<file path="config.mk">
export PLATFORM = sky130hd
export DESIGN_NAME = i2s_rx_deserializer_flat
export DESIGN_NICKNAME = d
export VERILOG_FILES = /design/src/rtl/i2s_rx_deserializer_if.sv /design/src/rtl/i2s_rx_deserializer.sv /design/src/flat_wrapper.sv
export SDC_FILE = /design/constraint.sdc
export NUM_CORES = 1
export LEC_CHECK = 0
export CAP_MARGIN = 20
export CORE_UTILIZATION = 35
export DETAILED_ROUTE_END_ITERATION = 8
export PLACE_DENSITY = 0.61
export SYNTH_ARGS = -nofsm -noshare
export SYNTH_HDL_FRONTEND = slang
export SYNTH_SLANG_ARGS = --single-unit
export TNS_END_PERCENT = 20
</file>
<file path="constraint.sdc">
create_clock -name clk_in -period 10.26 [get_ports clk_in]
set_input_delay 2.052 -clock clk_in [delete_from_list [all_inputs] [get_ports clk_in]]
set_output_delay 2.052 -clock clk_in [all_outputs]
set_load 0.03 [all_outputs]
</file>
<file path="src/rtl/i2s_rx_deserializer_if.sv">
// I2S receive bundle: serial bit-clock/word-select/data going in, parallel
// PCM words, strobes and health status coming out.
`timescale 1ns/1ps
interface i2s_rx_deserializer_if #(
  parameter int WIDTH = 24
) ();
  logic             i2s_bck;
  logic             i2s_ws;
  logic             i2s_d0;
  logic [WIDTH-1:0] l_data;
  logic [WIDTH-1:0] r_data;
  logic             frame_valid;
  logic             slot_err;
  logic [5:0]       slot_len;
  logic             locked;

  // Source side: drives the serial stream, observes the decoded words
  modport master (
    output i2s_bck, i2s_ws, i2s_d0,
    input  l_data, r_data, frame_valid, slot_err, slot_len, locked
  );

  // Deserialiser side: consumes the serial stream, produces the decoded words
  modport slave (
    input  i2s_bck, i2s_ws, i2s_d0,
    output l_data, r_data, frame_valid, slot_err, slot_len, locked
  );
endinterface

</file>
<file path="src/rtl/i2s_rx_deserializer.sv">
// Oversampled I2S receiver. Synchronises bck/ws/d0 into clk_in, detects bck
// rising edges and shifts data MSB-first into left/right PCM words. Reports
// slot length, slot length errors, a per-pair valid strobe and a lock flag
// that drops on errors or when bck stops toggling.
`timescale 1ns/1ps
module i2s_rx_deserializer #(
  parameter int WIDTH     = 24,
  parameter int SLOT_BITS = 32,
  parameter int TIMEOUT   = 255
) (
  input logic                  clk_in,
  input logic                  reset,
  i2s_rx_deserializer_if.slave bus
);

  typedef enum logic {SYNC, RUN} stateT;

  localparam logic [6:0] WIDTH_C    = 7'(WIDTH);
  localparam logic [6:0] SLOT_C     = 7'(SLOT_BITS);
  localparam logic [7:0] TIMEOUT_C  = 8'(TIMEOUT);
  localparam logic [7:0] TIMEOUT_M1 = 8'(TIMEOUT - 1);

  logic             r_bckS1, r_bckS2, r_bckS3;
  logic             r_wsS1, r_wsS2;
  logic             r_dS1, r_dS2;

  stateT            r_state;
  logic             r_wsLast;
  logic [5:0]       r_bitCnt;
  logic [WIDTH-1:0] r_shReg;
  logic             r_haveLeft;
  logic             r_leftErr;
  logic [7:0]       r_idle;

  logic [WIDTH-1:0] r_lData;
  logic [WIDTH-1:0] r_rData;
  logic             r_frameValid;
  logic             r_slotErr;
  logic [5:0]       r_slotLen;
  logic             r_locked;

  logic             w_bckRise;
  logic             w_wsChg;
  logic [6:0]       w_bitInc;
  logic             w_keepBit;
  logic [WIDTH-1:0] w_shNext;
  logic [6:0]       w_nBits;
  logic [WIDTH-1:0] w_word;
  logic [5:0]       w_slotLenSat;
  logic             w_lenErr;
  logic [5:0]       w_bitCntNext;

  // Bring the asynchronous-looking I2S pins into clk_in; bck gets a third
  // stage so its rising edge can be detected on synchronised samples.
  always_ff @(posedge clk_in) begin
    if (reset) begin
      r_bckS1 <= 1'b0;
      r_bckS2 <= 1'b0;
      r_bckS3 <= 1'b0;
      r_wsS1  <= 1'b0;
      r_wsS2  <= 1'b0;
      r_dS1   <= 1'b0;
      r_dS2   <= 1'b0;
    end else begin
      r_bckS1 <= bus.i2s_bck;
      r_bckS2 <= r_bckS1;
      r_bckS3 <= r_bckS2;
      r_wsS1  <= bus.i2s_ws;
      r_wsS2  <= r_wsS1;
      r_dS1   <= bus.i2s_d0;
      r_dS2   <= r_dS1;
    end
  end

  assign w_bckRise    = r_bckS2 & ~r_bckS3;
  assign w_wsChg      = r_wsS2 ^ r_wsLast;
  assign w_bitInc     = {1'b0, r_bitCnt} + 7'd1;
  assign w_keepBit    = ({1'b0, r_bitCnt} < WIDTH_C);
  assign w_shNext     = w_keepBit ? {r_shReg[WIDTH-2:0], r_dS2} : r_shReg;
  assign w_nBits      = (w_bitInc > WIDTH_C) ? WIDTH_C : w_bitInc;
  assign w_word       = w_shNext << (WIDTH_C - w_nBits);
  assign w_slotLenSat = (w_bitInc > 7'd63) ? 6'd63 : w_bitInc[5:0];
  assign w_lenErr     = (w_bitInc != SLOT_C);
  assign w_bitCntNext = (r_bitCnt == 6'd63) ? 6'd63 : r_bitCnt + 6'd1;

  // Frame FSM: align on a ws edge, shift bits, commit words on each ws edge
  // (the ws-change bit is still the LSB of the old word), track lock/timeout.
  always_ff @(posedge clk_in) begin
    if (reset) begin
      r_state      <= SYNC;
      r_wsLast     <= 1'b0;
      r_bitCnt     <= '0;
      r_shReg      <= '0;
      r_haveLeft   <= 1'b0;
      r_leftErr    <= 1'b0;
      r_idle       <= '0;
      r_lData      <= '0;
      r_rData      <= '0;
      r_frameValid <= 1'b0;
      r_slotErr    <= 1'b0;
      r_slotLen    <= '0;
      r_locked     <= 1'b0;
    end else begin
      r_frameValid <= 1'b0;
      r_slotErr    <= 1'b0;
      if (w_bckRise) begin
        r_idle   <= '0;
        r_wsLast <= r_wsS2;
        case (r_state)
          SYNC: begin
            if (w_wsChg) begin
              r_state    <= RUN;
              r_bitCnt   <= '0;
              r_shReg    <= '0;
              r_haveLeft <= 1'b0;
              r_leftErr  <= 1'b0;
            end
          end
          RUN: begin
            if (!w_wsChg) begin
              r_shReg  <= w_shNext;
              r_bitCnt <= w_bitCntNext;
            end else begin
              r_slotLen <= w_slotLenSat;
              r_slotErr <= w_lenErr;
              r_bitCnt  <= '0;
              r_shReg   <= '0;
              if (!r_wsLast) begin
                r_lData    <= w_word;
                r_haveLeft <= 1'b1;
                r_leftErr  <= w_lenErr;
                if (w_lenErr) r_locked <= 1'b0;
              end else begin
                r_rData <= w_word;
                if (r_haveLeft) begin
                  r_frameValid <= 1'b1;
                  r_haveLeft   <= 1'b0;
                end
                if (w_lenErr) r_locked <= 1'b0;
                else if (r_haveLeft && !r_leftErr) r_locked <= 1'b1;
              end
            end
          end
          default: r_state <= SYNC;
        endcase
      end else if (r_idle != TIMEOUT_C) begin
        r_idle <= r_idle + 8'd1;
        if (r_idle == TIMEOUT_M1) begin
          r_locked   <= 1'b0;
          r_state    <= SYNC;
          r_haveLeft <= 1'b0;
        end
      end
    end
  end

  assign bus.l_data      = r_lData;
  assign bus.r_data      = r_rData;
  assign bus.frame_valid = r_frameValid;
  assign bus.slot_err    = r_slotErr;
  assign bus.slot_len    = r_slotLen;
  assign bus.locked      = r_locked;

endmodule
</file>
<file path="src/flat_wrapper.sv">
// flat-port wrapper written by rule: the top's interface ports become plain ports
module i2s_rx_deserializer_flat 
#(
  parameter int WIDTH     = 24,
  parameter int SLOT_BITS = 32,
  parameter int TIMEOUT   = 255
)
  (clk_in, reset, bus_i2s_bck, bus_i2s_ws, bus_i2s_d0, bus_l_data, bus_r_data, bus_frame_valid, bus_slot_err, bus_slot_len, bus_locked);
  i2s_rx_deserializer_if #(.WIDTH(WIDTH)) bus_i ();
  input logic clk_in;
  input logic reset;
  input wire logic [$bits(bus_i.i2s_bck)-1:0] bus_i2s_bck;
  input wire logic [$bits(bus_i.i2s_ws)-1:0] bus_i2s_ws;
  input wire logic [$bits(bus_i.i2s_d0)-1:0] bus_i2s_d0;
  output wire logic [$bits(bus_i.l_data)-1:0] bus_l_data;
  output wire logic [$bits(bus_i.r_data)-1:0] bus_r_data;
  output wire logic [$bits(bus_i.frame_valid)-1:0] bus_frame_valid;
  output wire logic [$bits(bus_i.slot_err)-1:0] bus_slot_err;
  output wire logic [$bits(bus_i.slot_len)-1:0] bus_slot_len;
  output wire logic [$bits(bus_i.locked)-1:0] bus_locked;
  assign bus_i.i2s_bck = bus_i2s_bck;
  assign bus_i.i2s_ws = bus_i2s_ws;
  assign bus_i.i2s_d0 = bus_i2s_d0;
  assign bus_l_data = bus_i.l_data;
  assign bus_r_data = bus_i.r_data;
  assign bus_frame_valid = bus_i.frame_valid;
  assign bus_slot_err = bus_i.slot_err;
  assign bus_slot_len = bus_i.slot_len;
  assign bus_locked = bus_i.locked;
  i2s_rx_deserializer #(.WIDTH(WIDTH), .SLOT_BITS(SLOT_BITS), .TIMEOUT(TIMEOUT)) u_core (.clk_in(clk_in), .reset(reset), .bus(bus_i));
endmodule
</file>
==> out/results.tsv <==
metric	value	unit
firstDrtPassIters	5	
relSlewSlack	0.288	
worstPathArrival	5.88	ns
p_sw	0.179	mW
syn_area	0.00610	sq mm
grt_pass1_wl	28.5	mm
holdPathStages	1	
grt.busiest_layer	met2	
slowest_delay	0.99	ns
worstPathMaxFanout	32	
ios	62	
dp_hpwl	12.1	mm
fin_crit	5.61	ns
drc_errors	0	
slew_violations	0	
ys_seq_area_frac	0.348	
synth_top_family_by_area	compound AO/OA/AOI/OAI gates	
cts_resized	0	
worst_setup_path_end_kind	register	
gr-total-overflow	0	
fp.dieW	134	um
cts_root_buf	clkbuf_16	
cts_hold_buf	0	
final_common_cell	dfxtp_1	
grt_pass1_vias	5150	
synth_seq_cells	106	
synth_edf_count	0	
rsz0062_at_grt	no	
cts.clk_slew.worst_paths	0.07	ns
start_kind	register	
io_buffers	61	
synthAdderAreaFrac	0.0144	
synth_area_leaders	dfxtp_1 35%, nor2_1 6.3%, a21oi_1 3.7%	
ys_types	92	
max_freq	0.178	GHz
critPathSlowestCell	ha_1	
setup_viol_count_final	0	
drt-initial-drc-count	725	
worst_pin_slew	1.07	ns
worst_r2r_path_depth	12	
nFillCells	1734	
dp_worst_setup_slack	4.79	ns
cts_buffers	9	
cp_cell_sequence	ha_1, and3b_4, o221a_2, o211ai_2, a211o_1, ha_1, inv_1, o32ai_1, nand2_1, a211oi_1, a221oi_2, a211oi_1	
path_delay_family	compound AO/OA/AOI/OAI gates	
start_util	0.363	
p_leak	2.27	nW
yosys.area_share.simple	0.233	
clk_latency	0.36	ns
wirelength	17.4	mm
power_density	110	mW/mm^2
drive_above_1_share	0.0866	
setup_slack	4.65	ns
syn_avg_cell_area	8.23	sq um
grt_use_met1	0.283	
drtAntennaViolNets	0	
finClkSkew	0.0108	ns
syn_inst	741	
vias	5748	
clkPwrFrac	0.433	
yosys_warnings	0	
use_met2	0.296	
num_rows	47	
met3_usage	0.0431	
critical_path_class	reg2reg	
die_area	0.0180	sq mm
die_h	134	um
syn_nets	753	
core_area	0.0168	sq mm
grt_max_degree	102	
r2r_slack	4.65	ns
async_reset_ff_frac	0	
swShare	0.234	
final_cell_mix	106 x dfxtp_1, 102 x nor2_1, 60 x clkdlybuf4s50_1, 46 x nand2_1, 45 x a21oi_1	
hold_viol	0	
hp-class	reg2reg	
place_congestion	0.909	
syn_to_final_growth	14.7	%
viasPerCell	5.85	
synth_top_cell_by_area	dfxtp_1	
routedWlPerCell	17.7	um
cts.sinks	106	
n_antenna_cell	0	
cp.required	10.53	ns
synth_ff_type	dfxtp_1	
synthMuxAreaShare	0.0219	
intPower	0.587	mW
status	complete, no violations	
ctsLongestPathBuffers	2	
synth_compound_area_frac	0.297	
period_share	0.547	
drv_cap	0	
comb_power_share	0.024	
antenna_found_initial	0	
cts_tree	done	
postCtsSetupBuffers	0	
synth_xor_area_frac	0.0285	
cts_max_level	3	
path_depth	12	
tns	0	ns
peakVddDrop	0.0783	mV
grt.total_usage	0.199	
fin_nets	769	
pwr-share-seq	0.542	
crit_buf_inv	1	
synth_top_area_frac	0.348	
-- state kept, by name, indices dropped and copies added (netlist names), 6 cells and up --
register             cells
u_core.bus.r_data       24
u_core.bus.l_data       24
u_core.r_idle            8
u_core.bus.slot_len      6
u_core.r_bitCnt          6
u_core.r_shReg          24
-- cell families (layout without fill, tap and decap cells) --
family	Yosys count	count (layout)
xor+xnor	13	13
compound gates	243	243
fa+ha+maj	7	7
flops	106	106
mux	13	13
simple gates	287	287
buf+inv	72	93
-- power groups by stage --
| stage | logic [mW] | registers (mW) | clock network, mW |
|---|---|---|---|
| global placement | 0.0186 | 0.425 | 0 |
| CTS | 0.0187 | 0.415 | 0.340 |
| detailed placement | 0.0186 | 0.425 | 0 |
| global route | 0.0207 | 0.416 | 0.357 |
| floorplan | 0.0144 | 0.424 | 0 |
| finish | 0.0186 | 0.416 | 0.332 |
-- worst register-to-register path: cells and delay by family, from the launching register on --
kind / cells / cell delay, ns
compound gates: 7 / 2.18
fa+ha+maj: 2 / 1.55
buf+inv: 1 / 0.73
flops: 1 / 0.63
simple gates: 2 / 0.42
-- path summary, 6_finish.rpt --
check                                       start                                  to
setup / recovery  u_core.r_bitCnt[0]$_SDFFE_PP0P_  u_core.bus.r_data[23]$_SDFFE_PP0P_
hold / removal          u_core.r_bckS1$_SDFF_PP0_           u_core.r_bckS2$_SDFF_PP0_
setup reg to reg  u_core.r_bitCnt[0]$_SDFFE_PP0P_  u_core.bus.r_data[23]$_SDFFE_PP0P_
hold reg to reg         u_core.r_bckS1$_SDFF_PP0_           u_core.r_bckS2$_SDFF_PP0_
-- through the flow --
stage | instance area (sq um) | power [mW] | util | cells | hold WS, ns
2_1_floorplan | 6100 | 0.439 | - | 741 | 0.414
3_3_place_gp | 6720 | 0.444 | 0.399 | 966 | 0.419
3_5_place_dp | 6720 | 0.444 | 0.399 | 966 | 0.436
4_1_cts | 7000 | 0.774 | 0.416 | 982 | 0.453
5_1_grt | 7000 | 0.793 | 0.416 | 982 | 0.475
6_report | 7000 | 0.766 | 0.416 | 982 | 0.443
-- layer usage --
metal | wire [um] | share of wire
met3 | 850 | 0.049
met1 | 8470 | 0.49
met2 | 7740 | 0.45
met4 | 311 | 0.018
met5 | 0 | 0
-- layout make-up --
| cell class | count | area (sq um) | area share |
|---|---|---|---|
| inverter | 12 | 45.0 | 0.00644 |
| sequential | 106 | 2120 | 0.303 |
| timing repair buffer | 65 | 638 | 0.0912 |
| clock buffer | 10 | 229 | 0.0327 |
| multi-input combinational | 563 | 3640 | 0.520 |
| tap | 220 | 275 | 0.0393 |
| clock inverter | 6 | 50.0 | 0.00715 |
-- cell usage after synthesis, types with 12 or more instances --
| cell | instances |
|---|---|
| inv_1 | 12 |
| nand3_1 | 27 |
| nor3_1 | 37 |
| clkbuf_1 | 37 |
| o21ai_0 | 25 |
| a211oi_1 | 19 |
| o22ai_1 | 15 |
| a22oi_1 | 28 |
| nor2_1 | 102 |
| dfxtp_1 | 106 |
| nand2_1 | 46 |
| a21oi_1 | 45 |
Note: power is estimated with default switching activity, not from simulation.
